File: config.mk
export PLATFORM = sky130hd
export DESIGN_NAME = reg_file
export DESIGN_NICKNAME = d
export VERILOG_FILES = /design/src/rtl/reg_file_pkg.sv /design/src/rtl/reg_file_next.sv /design/src/rtl/reg_file.sv
export SDC_FILE = /design/constraint.sdc
export NUM_CORES = 1
export LEC_CHECK = 0
export ABC_AREA = 1
export BUFFER_PORTS_ARGS = -buffer_cell sky130_fd_sc_hd__buf_2
export CAP_MARGIN = 20
export CORE_UTILIZATION = 57
export DETAILED_ROUTE_END_ITERATION = 10
export GPL_TIMING_DRIVEN = 0
export PLACE_DENSITY = 0.79
export SLEW_MARGIN = 0
export SYNTH_ARGS = -nofsm -noshare
export SYNTH_HDL_FRONTEND = slang
export SYNTH_SLANG_ARGS = --single-unit
File: constraint.sdc
create_clock -name clk -period 2.77 [get_ports clk]
set_input_delay 0.277 -clock clk [delete_from_list [all_inputs] [get_ports clk]]
set_output_delay 0.277 -clock clk [all_outputs]
set_load 0.005 [all_outputs]
File: src/rtl/reg_file_pkg.sv
// Shared definitions for the reg_file storage block:
// write-op encodings and the address-width helper.
package reg_file_pkg;

   localparam logic [1:0] OP_HOLD = 2'd0;
   localparam logic [1:0] OP_LOAD = 2'd1;
   localparam logic [1:0] OP_INC  = 2'd2;
   localparam logic [1:0] OP_DEC  = 2'd3;

   // Index width; never below one bit.
   function automatic int aw_f(input int depth);
      if (depth <= 2) return 1;
      return $clog2(depth);
   endfunction

endpackage

File: src/rtl/reg_file_next.sv
// Next-value and wrap computation for one register.
// Ports: cur_i/op_i/wdata_i in, nxt_o (next value) and wrap_o out.
module reg_file_next
   import reg_file_pkg::*;
#(
   parameter int WIDTH = 8
) (
   input  logic [WIDTH-1:0] cur_i,
   input  logic [1:0]       op_i,
   input  logic [WIDTH-1:0] wdata_i,
   output logic [WIDTH-1:0] nxt_o,
   output logic             wrap_o
);

   always_comb begin
      nxt_o  = cur_i;
      wrap_o = 1'b0;
      unique case (op_i)
         OP_HOLD: nxt_o = cur_i;
         OP_LOAD: nxt_o = wdata_i;
         OP_INC: begin
            nxt_o  = cur_i + 1'b1;
            wrap_o = &cur_i;
         end
         OP_DEC: begin
            nxt_o  = cur_i - 1'b1;
            wrap_o = ~|cur_i;
         end
         default: nxt_o = cur_i;
      endcase
   end

endmodule

File: src/rtl/reg_file.sv
// DEPTH x WIDTH register file: one load/inc/dec write port,
// two combinational read ports, optional bypass, registered wrap.
// Ports: clk, clr (async active-low), we/op/waddr/wdata write,
// raddr_a/rdata_a and raddr_b/rdata_b reads, wrap flag out.
module reg_file
   import reg_file_pkg::*;
#(
   parameter int              WIDTH     = 8,
   parameter int              DEPTH     = 4,
   parameter int              BYPASS    = 1,
   parameter logic [WIDTH-1:0] RESET_VAL = '0,
   localparam int             AW        = aw_f(DEPTH)
) (
   input  logic             clk,
   input  logic             clr,
   input  logic             we,
   input  logic [1:0]       op,
   input  logic [AW-1:0]    waddr,
   input  logic [WIDTH-1:0] wdata,
   input  logic [AW-1:0]    raddr_a,
   output logic [WIDTH-1:0] rdata_a,
   input  logic [AW-1:0]    raddr_b,
   output logic [WIDTH-1:0] rdata_b,
   output logic             wrap
);

   logic [WIDTH-1:0] regs_q [DEPTH];
   logic [WIDTH-1:0] regs_d [DEPTH];
   logic             wrap_q;
   logic             wrap_d;
   logic [WIDTH-1:0] cur;
   logic [WIDTH-1:0] nxt;
   logic             wrap_c;
   logic             wr_ok;
   logic             byp;
   logic [WIDTH-1:0] st_a;
   logic [WIDTH-1:0] st_b;

   assign wr_ok = we && (int'(waddr) < DEPTH);

   // Explicit compare muxes keep out-of-range indices at zero.
   always_comb begin
      cur  = '0;
      st_a = '0;
      st_b = '0;
      for (int i = 0; i < DEPTH; i++) begin
         if (waddr == AW'(i))   cur  = regs_q[i];
         if (raddr_a == AW'(i)) st_a = regs_q[i];
         if (raddr_b == AW'(i)) st_b = regs_q[i];
      end
   end

   reg_file_next #(.WIDTH(WIDTH)) u_next (
      .cur_i   (cur),
      .op_i    (op),
      .wdata_i (wdata),
      .nxt_o   (nxt),
      .wrap_o  (wrap_c)
   );

   always_comb begin
      for (int i = 0; i < DEPTH; i++) begin
         regs_d[i] = regs_q[i];
         if (wr_ok && waddr == AW'(i)) regs_d[i] = nxt;
      end
      wrap_d = wr_ok && wrap_c;
   end

   always_ff @(posedge clk or negedge clr) begin
      if (!clr) begin
         for (int i = 0; i < DEPTH; i++) regs_q[i] <= RESET_VAL;
         wrap_q <= 1'b0;
      end else begin
         for (int i = 0; i < DEPTH; i++) regs_q[i] <= regs_d[i];
         wrap_q <= wrap_d;
      end
   end

   // Bypass is gated by clr so reset contents show during reset.
   assign byp = (BYPASS != 0) && clr && wr_ok && (op != OP_HOLD);

   assign rdata_a = (byp && raddr_a == waddr) ? nxt : st_a;
   assign rdata_b = (byp && raddr_b == waddr) ? nxt : st_b;
   assign wrap    = wrap_q;

endmodule

Word-level counts from Yosys, hierarchy flattened. Index checks and enable logic that the tools add are counted.

Word-level logic and storage cells: 54. Register bits after elaboration: 33.

Mux-type cells: 16. Equality and inequality tests: 14. Add/sub/neg operators: 2. Reduce and logical (&&, ||, !) cells: 17.

Operators by type and width (number): $mux 8 (14); $pmux 8 s4 (1); $eq 2x2->1 const B (8); $logic_and 1x1->1 (9); $add 8x1->8 const B (1); $eq 2x1->1 const B (4); $logic_not 2->1 (4); $reduce_and 8->1 (1); $reduce_or 8->1 (1); $sub 8x1->8 const B (1); $eq 2x2->1 (2); $pmux 1 s2 (1); $reduce_bool 2->1 (1); $logic_not 1->1 (1).

Longest topological paths before layout.
Depth after elaboration: 9. Gate-level depth with buffers: 21. Mapped depth without buffers: 20.

Cells and area by module. A second synthesis with hierarchy kept.

Cell total of the unflattened synthesis: 439. Area total of the unflattened synthesis: 2807.7 um2.

Modules (own cells, without submodules): reg_file (seq. area each 825.8 um2, times used 1, cells an instance 320, area an instance 2207.1 um2); reg_file_next (seq. area each 0.0 um2, times used 1, cells an instance 119, area an instance 600.6 um2).

Worst setup path before layout. No wires, ideal clock.

Path type: input to output. Start point: in waddr[0]. End point: out rdata_a[6]. Path slack: 0.417 ns. Arrival: 2.076 ns. Cell stages on the path: 18. Cells stage by stage: buf_4 -> nor2_2 -> inv_2 -> o21ai_2 -> o21ai_2 -> fa_1 -> nand2_1 -> nand2_1 -> nand2_1 -> nand2_1 -> nand2_1 -> nand2_1 -> nand2_1 -> nand3b_1 -> nand3_1 -> nand3_1 -> nand2_1 -> nand2_1.

Longest elaborated chain between the ends: 8. Elaborated cells between the ends (all ways): 14. Classes of those cells: 2 x add/sub; 4 x eq/ne; 6 x mux; 2 x reduce/logical.

RTL lines: start, declared (RTL line reg_file.sv:18) `input logic [AW-1:0] waddr,`; $logic_not 2->1 (RTL line reg_file.sv:47) `if (waddr == AW'(i)) cur = regs_q[i];`; $mux 8 (4 in series) (RTL line reg_file.sv:47); $sub 8x1->8 / $add 8x1->8 (equally long branches) (RTL line reg_file_next.sv:26, reg_file_next.sv:22); $pmux 8 s4 (RTL line reg_file_next.sv:18) `unique case (op_i)`; $mux 8 (*) (RTL line reg_file.sv:82) `assign rdata_a = (byp && raddr_a == waddr) ? nxt : st_a;`; end, declared (RTL line reg_file.sv:21) `output logic [WIDTH-1:0] rdata_a,`.

Mark *: on every way between the ends. The rest lies on a longest branch, timed or not.

Worst setup path in the final report.
Start point: reg regs_q[16] in the netlist's numbering. End point: out rdata_a[6].

Longest elaborated chain between the ends: 6. Elaborated cells between the ends (all ways): 7. Classes of those cells: 2 x add/sub; 5 x mux.

RTL lines: start, declared (RTL line reg_file.sv:27) `logic [WIDTH-1:0] regs_q [DEPTH];`; $mux 8 (*) (3 in series) (RTL line reg_file.sv:47); $sub 8x1->8 / $add 8x1->8 (equally long branches) (RTL line reg_file_next.sv:26, reg_file_next.sv:22); $pmux 8 s4 (*) (RTL line reg_file_next.sv:18); $mux 8 (*) (RTL line reg_file.sv:82).

Marks and branches as above.

==> run_results.csv <==
group,metric,value,unit
floorplanning,core_area,4500,um^2
logic_synthesis,syn_area_per_cell,6.70,um^2
finish,n_fill_cell,361,
drt,routedWlPerCell,15.5,um
setup_path,rr_startpoint,"regs_q[16]",
clock_tree,clkTransAtPathRegs,0.08,ns
pwr,p_int,1.26,mW
job,max_cap_violations,0,
logic_synthesis,synth_fp_nets,437,
setup_path,cp.required,2.49,ns
pwr,switching_share,39.6,%
clock_tree,clock-root-buffer,"clkbuf_8",
grt,grt-ovfl-total,0,
hold_path,hp-class,"input port to asynchronous set/reset pin",
floorplanning,num_rows,24,
finish,nets,494,
placement,gp_congestion,0.921,
finish,diodes,0,
pwr,switching_power,0.829,mW
clock_tree,cts_tree,"yes",
timing,maxSlewHeadroom,48.8,%
setup_path,reg2reg_to,"regs_q[22]",
timing,hold_viol_final,0,
drt,routed_via_density,5.84,
logic_synthesis,async_flop_share,100,%
pwr,power_frac_seq,32.9,%
setup_path,critPathMaxStageDelay,0.39,ns
setup_path,end_kind,"primary output",
logic_synthesis,netlist_instances,411,
logic_synthesis,yosysUniqueCellTypes,37,
logic_synthesis,synth_edf_count,0,
drt,wl,8100,um
setup_path,worst_setup_path_start_kind,"register",
drt,drcViolationCount,0,
logic_synthesis,yosysWarnings,0,
setup_path,crit_arrival,2.45,ns
logic_synthesis,synthTopCellsByArea,"dfrtp_1, nand2_1, inv_1",
grt,grt_pass1_wl,13000,um
clock_tree,clockBufferDepth,2,
setup_path,cpMaxStageDelayCell,"dfrtp_1",
setup_path,rrSetupSlack,0.47,ns
grt,grt_max_degree,35,
logic_synthesis,synth_area_leader_cell,"dfrtp_1",
finish,syn_to_final_growth,22.2,%
logic_synthesis,synth_area,2750,um^2
floorplanning,pin_count,36,
pwr,combPwrFrac,44.1,%
timing,finClkSkew,0.0113,ns
floorplanning,fp.dieW,71.5,um
setup_path,cpMostUsedCell,"nand2_1",
setup_path,path_cells,"o21ai_2 -> nand3_2 -> nand2_4 -> inv_4 -> fa_2 -> nand2_1 -> nand2_1 -> nand2_1 -> nand2_1 -> nand2_2 -> nand2_2 -> nand2_2 -> nand3b_1 -> nand3_2 -> nand3_4 -> nand2_1 -> nand2_1 -> buf_2",
setup_path,reg2reg_depth,18,
finish,drive_above_1_share,28.1,%
logic_synthesis,synth_flop_cell,"dfrtp_1",
logic_synthesis,synth_top_area_share,30.0,%
timing,finalMaxSlewViolations,0,
floorplanning,die_h,71.5,um
timing,finalCriticalPeriod,2.72,ns
pwr,power_leakage,1.74,nW
grt,grt_pass1_vias,2711,
pwr,power.density,622,nW/um^2
pwr,p_total,2.09,mW
timing,min_period_over_period,98.3,%
clock_tree,clock_latency,0.30,ns
placement,io_buffers,33,
placement,dp.cells,496,
drt,antenna_left,0,
logic_synthesis,ys_ff_latch,33,
pwr,p_clk_share,22.9,%
floorplanning,initial_core_util,61.1,%
clock_tree,clkSinkCount,33,
timing,fmax,0.367,GHz
setup_path,crit_fanout,4,
finish,layout.cells.non_filler,521,
timing,grt_setup_unrepaired,"true",
clock_tree,cts_buffers,5,
drt,dr.pass1.iters,5,
timing,setup_viol,0,
drt,drtIter0Drc,313,
clock_tree,cts.htree.levels,2,
floorplanning,dieArea,5110,um^2
grt,grt_usage,33.0,%
logic_synthesis,yosysSeqAreaShare,30.0,%
drt,vias,3044,
grt,antenna_found_initial,0,
timing,worstMarginPinSlew,0.768,ns
status,status,"finished, final reports clean",
setup_path,critical_path_class,"register to primary output",
placement,hpwlAfterDp,6070,um
pwr,ir_worst_vdd,512,uV
cells by family after synthesis:
| group | after synthesis | synth area share (%) |
|---|---|---|
| AND/OR/NAND/NOR | 207 | 33.1 |
| AO/OA/AOI/OAI | 94 | 21.8 |
| buffers and inverters | 66 | 10.4 |
| flip-flops | 33 | 30.0 |
| adder cells (fa/ha/maj) | 7 | 3.45 |
| XOR/XNOR | 4 | 1.27 |
placed cells by master (no fill, tap or decap), types with 2 or more instances in the layout:
cell type	instances
nand2_1	141
inv_1	47
buf_2	33
dfrtp_1	33
o21ai_1	24
buf_4	19
o21ai_0	16
o22ai_1	14
nor2_1	13
nand3_1	12
nand2_2	12
o21ai_2	11
a21oi_1	11
inv_2	10
a221oi_1	8
nand3_2	7
nand2_4	6
nor2_2	6
clkbuf_8	6
buf_6	3
clkbuf_4	3
ha_1	3
ha_4	3
nand3b_1	2
nand3_4	2
xnor2_1	2
o211ai_1	2
xor2_1	2
nor3_1	2
registers in the layout, summed over array words and instances, names as in the netlist:
register / cells
wrap: 1
regs_q: 32
what timing repair did:
item | CTS | global route
pin swaps | 0 | 14
endpoints found under the setup margin | 6 | 7
cloned | 0 | 0
resized for setup | 9 | 25
setup buffers | 4 | 13
endpoints found under the hold margin | 0 | 0
hold buffers | 0 | 0
power by group through the flow:
stage	combinational (mW)	clock (mW)	sequential, mW
2_1_floorplan	0.545	0	0.665
3_3_place_gp	0.746	0	0.690
3_5_place_dp	0.760	0	0.694
4_1_cts	0.803	0.481	0.682
5_1_grt	1.02	0.499	0.701
6_report	0.924	0.480	0.689
area by class of cell:
class	count	area, um^2	area share, %
clock inverter	1	30.0	0.893
buffer	8	71.3	2.12
tap	52	65.1	1.93
inverter	58	220	6.55
timing repair buffer	50	293	8.70
clock buffer	7	86.3	2.57
sequential	33	826	24.5
multi-input combinational	312	1770	52.7
layer usage:
metal | vias up | track usage (%) | part of all wire [%]
met5 | - | 0 | 0
met4 | 0 | 6.75 | 0.95
met3 | 11 | 6.33 | 8.4
met2 | 147 | 49.5 | 44
met1 | 1417 | 49.7 | 47
li1 | 1469 | - | -
worst max path at each step:
stage,cells after the start,from,to,slack [ns]
after floorplan,18,waddr[0],rdata_a[6],0.42
after global placement,20,waddr[1],rdata_b[6],-0.08
after global routing,17,regs_q[27],rdata_a[7],-0.08
final,18,regs_q[16],rdata_a[6],0.05
after detailed placement,20,waddr[1],rdata_a[6],-0.14
after CTS,15,regs_q[27],rdata_a[5],0.0006
synth_stat cells, drive strengths merged (3+ instances only):
cell	instances
o21ai	52
a21oi	12
nand2	159
ha	6
nor2	20
nand3	21
clkbuf	3
dfrtp	33
a221oi	8
o22ai	14
buf	5
o211ai	4
nor3	3
inv	58
metrics by stage:
step	setup TNS, ns	utilization, %	worst slack, ns	instance area, um^2	hold WS, ns
floorplan	0	-	0.417	2750	-0.0186
detailed placement	-0.308	66.2	-0.140	2980	0.385
finish	0	74.7	0.0465	3360	0.0497
global route	-0.316	74.7	-0.0846	3360	0.109
CTS	0	70.5	0.000630	3180	0.0685
global placement	-0.159	66.2	-0.0816	2980	0.383
worst max-delay path, delay by kind of cell, from the launching register on:
family                   cells  cell delay, ns
buffers and inverters        2            0.17
AND/OR/NAND/NOR             14            1.09
adder cells (fa/ha/maj)      1            0.38
flip-flops                   1            0.39
AO/OA/AOI/OAI                1            0.12
(Power assumes the default switching activity.)
